### src/rtl/lsu_pkg.sv
// Shared definitions for the MA-stage load/store unit: op codes, FSM state
// encoding and small decode helpers used by ma_lsu and lsu_align.
package lsu_pkg;

    localparam logic [2:0] LSU_LB  = 3'd0;
    localparam logic [2:0] LSU_LH  = 3'd1;
    localparam logic [2:0] LSU_LW  = 3'd2;
    localparam logic [2:0] LSU_LBU = 3'd3;
    localparam logic [2:0] LSU_LHU = 3'd4;
    localparam logic [2:0] LSU_SB  = 3'd5;
    localparam logic [2:0] LSU_SH  = 3'd6;
    localparam logic [2:0] LSU_SW  = 3'd7;

    localparam logic [1:0] ST_IDLE = 2'd0;
    localparam logic [1:0] ST_REQ  = 2'd1;
    localparam logic [1:0] ST_DONE = 2'd2;

    typedef enum logic [1:0] {
        SZ_BYTE = 2'd0,
        SZ_HALF = 2'd1,
        SZ_WORD = 2'd2
    } lsu_size_e;

    function automatic logic is_store(input logic [2:0] op);
        return (op == LSU_SB) || (op == LSU_SH) || (op == LSU_SW);
    endfunction

    function automatic logic is_unsigned(input logic [2:0] op);
        return (op == LSU_LBU) || (op == LSU_LHU);
    endfunction

    function automatic lsu_size_e op_size(input logic [2:0] op);
        case (op)
            LSU_LB, LSU_LBU, LSU_SB: return SZ_BYTE;
            LSU_LH, LSU_LHU, LSU_SH: return SZ_HALF;
            default:                 return SZ_WORD;
        endcase
    endfunction

endpackage

### src/rtl/lsu_align.sv
// Combinational lane logic for the LSU: misalign detect, store byte enables and
// lane replication, and big-endian load lane selection with sign/zero extension.
module lsu_align
    import lsu_pkg::*;
(
    input  logic [2:0]  req_op,
    input  logic [1:0]  req_off,
    input  logic [31:0] req_wdata,
    input  logic [2:0]  ld_op,
    input  logic [1:0]  ld_off,
    input  logic [31:0] ld_word,
    output logic        misaligned,
    output logic [3:0]  be,
    output logic [31:0] lane_wdata,
    output logic [31:0] ld_data
);

    // Request side: alignment check and store lane steering.
    always_comb begin
        misaligned = 1'b0;
        be         = 4'b1111;
        lane_wdata = req_wdata;
        case (op_size(req_op))
            SZ_HALF: misaligned = req_off[0];
            SZ_WORD: misaligned = |req_off;
            default: misaligned = 1'b0;
        endcase
        if (is_store(req_op)) begin
            case (op_size(req_op))
                SZ_BYTE: begin
                    be         = 4'b1000 >> req_off;
                    lane_wdata = {4{req_wdata[7:0]}};
                end
                SZ_HALF: begin
                    be         = req_off[1] ? 4'b0011 : 4'b1100;
                    lane_wdata = {2{req_wdata[15:0]}};
                end
                default: begin
                    be         = 4'b1111;
                    lane_wdata = req_wdata;
                end
            endcase
        end
    end

    logic [7:0]  ld_byte;
    logic [15:0] ld_half;

    // Response side: byte offset 0 lives in the most significant lane.
    always_comb begin
        ld_byte = 8'h00;
        case (ld_off)
            2'd0:    ld_byte = ld_word[31:24];
            2'd1:    ld_byte = ld_word[23:16];
            2'd2:    ld_byte = ld_word[15:8];
            default: ld_byte = ld_word[7:0];
        endcase
        ld_half = ld_off[1] ? ld_word[15:0] : ld_word[31:16];
        case (op_size(ld_op))
            SZ_BYTE: ld_data = is_unsigned(ld_op) ? {24'h000000, ld_byte}
                                                  : {{24{ld_byte[7]}}, ld_byte};
            SZ_HALF: ld_data = is_unsigned(ld_op) ? {16'h0000, ld_half}
                                                  : {{16{ld_half[15]}}, ld_half};
            default: ld_data = ld_word;
        endcase
    end

endmodule

### src/rtl/ma_lsu.sv
// MA-stage load/store unit: IDLE -> REQ -> DONE handshake with a variable-latency
// data memory. Define LSU_TIMEOUT_EN to abort a REQ after TIMEOUT_CYCLES cycles.
module ma_lsu
    import lsu_pkg::*;
#(
    parameter int TIMEOUT_CYCLES = 255
) (
    input  logic        CLK,
    input  logic        RST,
    input  logic        req_valid,
    input  logic [2:0]  req_op,
    input  logic [31:0] addr,
    input  logic [31:0] wdata,
    output logic        busy,
    output logic        done,
    output logic [31:0] rdata_out,
    output logic        misalign,
    output logic        bus_err,
    output logic        mem_req,
    output logic        mem_we,
    output logic [3:0]  mem_be,
    output logic [31:0] mem_addr,
    output logic [31:0] mem_wdata,
    input  logic        mem_ack,
    input  logic [31:0] mem_rdata
);

    logic [1:0]  state;
    logic [2:0]  op_q;
    logic [1:0]  off_q;
    logic        misaligned;
    logic [3:0]  be_c;
    logic [31:0] lane_wdata_c;
    logic [31:0] ld_data_c;
    logic        to_hit;

    lsu_align u_align (
        .req_op     (req_op),
        .req_off    (addr[1:0]),
        .req_wdata  (wdata),
        .ld_op      (op_q),
        .ld_off     (off_q),
        .ld_word    (mem_rdata),
        .misaligned (misaligned),
        .be         (be_c),
        .lane_wdata (lane_wdata_c),
        .ld_data    (ld_data_c)
    );

    assign busy     = (state == ST_IDLE) ? (req_valid & ~misaligned) : (state == ST_REQ);
    assign misalign = (state == ST_IDLE) & req_valid & misaligned;
    assign mem_req  = (state == ST_REQ);
    assign done     = (state == ST_DONE);

`ifdef LSU_TIMEOUT_EN
    localparam int TO_W = ($clog2(TIMEOUT_CYCLES + 1) > 8) ? $clog2(TIMEOUT_CYCLES + 1) : 8;

    logic [TO_W-1:0] to_cnt;
    logic            err_q;

    // The counter sits at zero outside REQ, so it is clear on every REQ entry;
    // an ack in the final counted cycle takes priority over the abort.
    assign to_hit  = (state == ST_REQ) & ~mem_ack & ((to_cnt + 1'b1) == TO_W'(TIMEOUT_CYCLES));
    assign bus_err = err_q;

    always_ff @(posedge CLK) begin
        if (!RST) begin
            to_cnt <= '0;
            err_q  <= 1'b0;
        end else begin
            err_q <= to_hit;
            if ((state == ST_REQ) && !mem_ack)
                to_cnt <= to_cnt + 1'b1;
            else
                to_cnt <= '0;
        end
    end
`else
    assign to_hit  = 1'b0;
    assign bus_err = 1'b0;
`endif

    // Main FSM; the memory-side fields are captured once at accept and held
    // unchanged for the whole REQ phase.
    always_ff @(posedge CLK) begin
        if (!RST) begin
            state     <= ST_IDLE;
            op_q      <= LSU_LB;
            off_q     <= 2'd0;
            mem_we    <= 1'b0;
            mem_be    <= 4'h0;
            mem_addr  <= 32'h0;
            mem_wdata <= 32'h0;
            rdata_out <= 32'h0;
        end else begin
            case (state)
                ST_IDLE: begin
                    if (req_valid && !misaligned) begin
                        op_q      <= req_op;
                        off_q     <= addr[1:0];
                        mem_we    <= is_store(req_op);
                        mem_be    <= be_c;
                        mem_addr  <= {addr[31:2], 2'b00};
                        mem_wdata <= lane_wdata_c;
                        state     <= ST_REQ;
                    end
                end
                ST_REQ: begin
                    if (mem_ack) begin
                        if (!is_store(op_q))
                            rdata_out <= ld_data_c;
                        state <= ST_DONE;
                    end else if (to_hit) begin
                        rdata_out <= 32'h0;
                        state     <= ST_DONE;
                    end
                end
                default: state <= ST_IDLE;
            endcase
        end
    end

endmodule

### config.mk
export PLATFORM = sky130hd
export DESIGN_NAME = ma_lsu
export DESIGN_NICKNAME = d
export VERILOG_FILES = /design/src/rtl/lsu_pkg.sv /design/src/rtl/lsu_align.sv /design/src/rtl/ma_lsu.sv
export SDC_FILE = /design/constraint.sdc
export NUM_CORES = 1
export LEC_CHECK = 0
export CAP_MARGIN = 20
export CORE_ASPECT_RATIO = 1.5
export CORE_MARGIN = 2
export CORE_UTILIZATION = 47
export DETAILED_ROUTE_END_ITERATION = 7
export PLACE_DENSITY_LB_ADDON = 0.3
export SLEW_MARGIN = 40
export SYNTH_ARGS = -nofsm -noshare
export SYNTH_HDL_FRONTEND = slang
export SYNTH_SLANG_ARGS = --single-unit
### constraint.sdc
create_clock -name CLK -period 4.15 [get_ports CLK]
set_clock_uncertainty 0.2 [all_clocks]
set_input_delay 1.0375 -clock CLK [delete_from_list [all_inputs] [get_ports CLK]]
set_output_delay 1.0375 -clock CLK [all_outputs]
set_load 0.02 [all_outputs]
Word-level counts from Yosys, hierarchy flattened
Index checks and enable logic that the tools add are counted.
Storage, ports and cells
  register bits: 106
  bits of input ports: 103
  output and inout port bits: 106
Operators by class
  equal/unequal tests: 22
  shift operators: 1
  multiplexer cells: 18
  bitwise logic cells: 5
  reduce and logical (&&, ||, !) cells: 21
Operators with widths (number)
  $pmux W32 S2: 2
  $mux W32: 3
  $eq A3 B3 Y1 const B: 8
  $pmux W8 S3: 1
  $mux W16: 1
  $pmux W2 S2: 3
  $reduce_or A3 Y1: 4
  $eq A2 B1 Y1 const B: 5
  $logic_not A2 Y1: 4
  $mux W4: 2
  $pmux W4 S2: 1
  $eq A2 B2 Y1 const B: 3
  $eq A3 B1 Y1 const B: 2
  $eq A3 B2 Y1 const B: 2
  $logic_not A3 Y1: 2
  $mux W2: 3
  $logic_or A1 B1 Y1: 5
  $ne A2 B1 Y1 const B: 2
  $reduce_and A2 Y1: 2
  $shr A4 B2 Y4 const A: 1
  $and A1 B1 Y1: 3
  $reduce_and A3 Y1: 1
  $not A1 Y1: 2
  $pmux W1 S2: 1
  4 further kinds: 4

Depth between registers and ports, before layout
  depth in word-level cells: 9
  depth in mapped cells: 8
  depth with buffers taken out: 4

Hierarchy
From an unflattened synthesis, not the netlist that was laid out.
Second synthesis, totals
  cell total of the unflattened synthesis: 708
  area, all modules: 5640.4 um^2
By module, submodules not included
  ma_lsu: instances 1, cells each 476, area an instance 4048.9 um^2
  lsu_align: instances 1, cells each 232, area an instance 1591.5 um^2

Least setup slack after synthesis
OpenSTA, ideal clock, no wires.
  path type: input-to-output
  start: in req_valid
  end: out misalign
  arrival: 2.457 ns
  data required time: 2.913 ns
  slack: 0.455 ns
  stages: 4
  cell sequence: nor3b_2 clkbuf_1 clkbuf_1 nor3b_1
Between the ends
  longest elaborated chain between the ends: 2
RTL lines
  start: declaration: line ma_lsu.sv:10  | input logic req_valid,
  $and A1 B1 Y1 (2 in series): line ma_lsu.sv:51  | assign misalign = (state == ST_IDLE) & req_valid & misaligned;
  end: declaration: line ma_lsu.sv:17  | output logic misalign,
Every way passes these cells.

Worst setup path after layout
  start: in req_op[0]
  end: out misalign
Between the ends
  longest elaborated chain between the ends: 6
  elaborated cells between the ends (all ways): 13
  those cells by class: eq/ne: 7; mux: 2; bitwise: 1; reduce/logical: 3
RTL lines
  start: declaration: line ma_lsu.sv:11  | input logic [2:0] req_op,
  $eq A3 B3 Y1 (tied with other cells): line lsu_pkg.sv:33  | case (op)
  $reduce_or A3 Y1: line lsu_pkg.sv:33
  $pmux W2 S2 (*): line lsu_pkg.sv:33
  $eq A2 B2 Y1 or $eq A2 B1 Y1 (tied branches): line lsu_align.sv:23  | case (op_size(req_op))
  $pmux W1 S2 (*): line lsu_align.sv:23
  $and A1 B1 Y1 (*): line ma_lsu.sv:51
Every way passes the cells marked *; elsewhere a longest branch is shown, timed or not.

==> results.sh <==
export IMPL_place_congestion=0.897
export IMPL_utilization_pct=69.7
export IMPL_die_w_um=89.8
export IMPL_grt_pass1_vias=5547
export IMPL_wl_per_cell_um=19.0
export IMPL_period_minus_slack_ps=4030
export IMPL_syn_area_sq_mm=0.00518
export IMPL_hold_path_class="reg2reg"
export IMPL_yosys_top_cells_count="106 x dfxtp_1, 72 x a21oi_1, 58 x o211ai_1"
export IMPL_fin_hold_ws_ps=269
export IMPL_drt_iter0_drc=382
export IMPL_p_leak_nw=2.61
export IMPL_relSlewSlack_pct=41.8
export IMPL_syn_avg_cell_area_sq_um=8.43
export IMPL_synth_cell_types=58
export IMPL_die_h_um=133
export IMPL_grt_max_degree=58
export IMPL_route_detailed_drc=0
export IMPL_antenna_found_initial=0
export IMPL_crit_chain="clkdlybuf4s50_1 > mux2_2 > mux2i_4 > buf_6 > nor3b_1 > buf_4"
export IMPL_cp_start_kind="input pin"
export IMPL_p_int_mw=1.86
export IMPL_sw_frac_of_total_pct=31.1
export IMPL_firstDrtPassIters=5
export IMPL_cts_tree="built"
export IMPL_post_route_period_util_pct=97.2
export IMPL_io_pins=209
export IMPL_drive_gt1_share_pct=7.35
export IMPL_yosys_warnings=0
export IMPL_area_delta_synth_final_pct=46.3
export IMPL_cp_slowest_stage_delay_ps=490
export IMPL_status="finished, final reports clean"
export IMPL_cp_max_fo=54
export IMPL_vias=5712
export IMPL_worstSkewPairLatency_ps=340
export IMPL_cpMaxStageDelayCell="clkdlybuf4s50_1"
export IMPL_cts_inserted_buffers=9
export IMPL_synthMostInstantiatedCell="dfxtp_1"
export IMPL_fmax_mhz=248
export IMPL_start_util_pct=47.6
export IMPL_comb_power_share_pct=27.9
export IMPL_wl_um=17800
export IMPL_dpl_hpwl_um=12500
export IMPL_cp_end_kind="output pin"
export IMPL_h_tree_depth=3
export IMPL_critPathRequiredTime_ps=2910
export IMPL_grt_first_pass_wirelength_um=28300
export IMPL_crit_type="in2out"
export IMPL_power_density_mw_per_mm2=357
export IMPL_synth_seq_cells=106
export IMPL_yosys_top_cells_area="dfxtp_1 41%, o211ai_1 8.4%, a21oi_1 7.0%"
export IMPL_grt_overflow=0
export IMPL_slew_violations=0
export IMPL_ant_nets=0
export IMPL_synth_area_leader_cell="dfxtp_1"
export IMPL_setup_viol=0
export IMPL_r2r_start="state[0]"
export IMPL_synth_seq_area_share_pct=40.9
export IMPL_n_antenna_cell=0
export IMPL_p_clk_share_pct=29.6
export IMPL_finalHoldViolCount=0
export IMPL_synth_top_area_share_pct=40.9
export IMPL_vias_per_cell=6.10
export IMPL_syn_inst=615
export IMPL_clock_path_buffers=2
export IMPL_clk_pin_slew_ps=70
export IMPL_rsz0062_at_grt="no"
export IMPL_synth_edf_count=0
export IMPL_track_usage_pct=28.8
export IMPL_vdd_ir_drop_max_mv=0.229
export IMPL_tightest_slew_ps=872
export IMPL_crit_start="req_op[0]"
export IMPL_portBuffers=205
export IMPL_rows=47
export IMPL_crit_arrival_ps=2800
export IMPL_ctsHoldBuffers=0
export IMPL_fin_nets=888
export IMPL_async_flop_share_pct=0
export IMPL_power_switching_mw=0.840
export IMPL_maxCapViolCount=0
export IMPL_hp_start="mem_addr[20]"
export IMPL_fin_tns_setup_ps=0
export IMPL_ys_flop_type="dfxtp_1"
export IMPL_dieArea_sq_mm=0.0119
export IMPL_p_seq_share_pct=42.5
export IMPL_cts_sinks=106
export IMPL_core_region_area_sq_mm=0.0109
export IMPL_clockRootBuffer="clkbuf_16"
[critical path, delay by kind of cell]
kind                   cells  cell delay, ps
and+or+nand+nor            1             120
muxes                      2             560
buffers and inverters      3            1070
[metrics by stage]
step | cell area, sq um | total power [mW] | setup WS, ps | instances
2_1_floorplan | 5190 | 1.56 | 455 | 617
3_3_place_gp | 7280 | 1.89 | 39.8 | 920
3_5_place_dp | 7300 | 1.92 | -15.8 | 921
4_1_cts | 7580 | 2.71 | 0.106 | 936
5_1_grt | 7580 | 2.81 | 46.1 | 936
6_report | 7580 | 2.70 | 116 | 936
[final timing paths]
check	to	slack, ps	cells after the start
setup / recovery	misalign	120	6
hold / removal	mem_addr[20]	270	2
setup reg to reg	mem_wdata[22]	1680	6
hold reg to reg	mem_addr[20]	270	2
[power groups by stage]
stage	clock network, mW	logic (mW)	registers (mW)
2_1_floorplan	0	0.322	1.24
3_3_place_gp	0	0.724	1.17
3_5_place_dp	0	0.745	1.17
4_1_cts	0.813	0.750	1.15
5_1_grt	0.848	0.803	1.16
6_report	0.801	0.754	1.15
[layout make-up]
class	count	area [sq um]
flip-flops and latches	106	2120
multi-input cells	427	2720
clock inverters	5	38.8
well taps	147	184
repair buffers	227	2220
clock buffers	10	239
inverters	14	55.1
fillers	876	3300
[repair_timing]
action | CTS | global route
buffers inserted | 0 | 0
endpoints found under the setup margin | 1 | 1
pin swaps | 0 | 0
resized for setup | 1 | 1
[cell families (layout without fill, tap and decap cells)]
| group | count (synthesis) | after routing | synth area share, % |
|---|---|---|---|
| xor gates and xnor gates | 3 | 3 | 0.652 |
| and+or+nand+nor | 157 | 157 | 16.3 |
| muxes | 13 | 13 | 3.28 |
| buffers and inverters | 84 | 256 | 7.10 |
| DFF | 106 | 106 | 40.9 |
| other | 1 | 3 | 0.0723 |
| AOI/OAI and AO/OA | 251 | 251 | 31.7 |
[sequential cells by signal, indices dropped and copies added (netlist names)]
name / cells
mem_wdata: 32
op_q: 3
mem_be: 4
off_q: 2
state: 2
mem_we: 1
mem_addr: 30
rdata_out: 32
[cells in the final DEF (no fill, tap or decap), types with 11 or more instances in the layout]
cell type,synthesis,final
a21oi_1,72,72
a31oi_1,20,20
nand3_1,53,53
o211ai_1,58,58
buf_4,3,21
o21ai_0,39,39
inv_1,14,13
clkdlybuf4s50_1,0,202
dfxtp_1,106,106
nand4_1,14,14
and3b_1,11,11
nand2_1,50,50
[per-layer routing]
layer	GRT usage [%]	part of all wire [%]	up-vias	routed length, um
met2	50.2	51	293	8990
met5	0	0	-	0
met1	33.7	38	2708	6690
li1	-	-	2656	-
met3	5.81	7.3	55	1290
met4	14.1	4.6	0	810
Note: power is estimated with default switching activity, not from simulation.
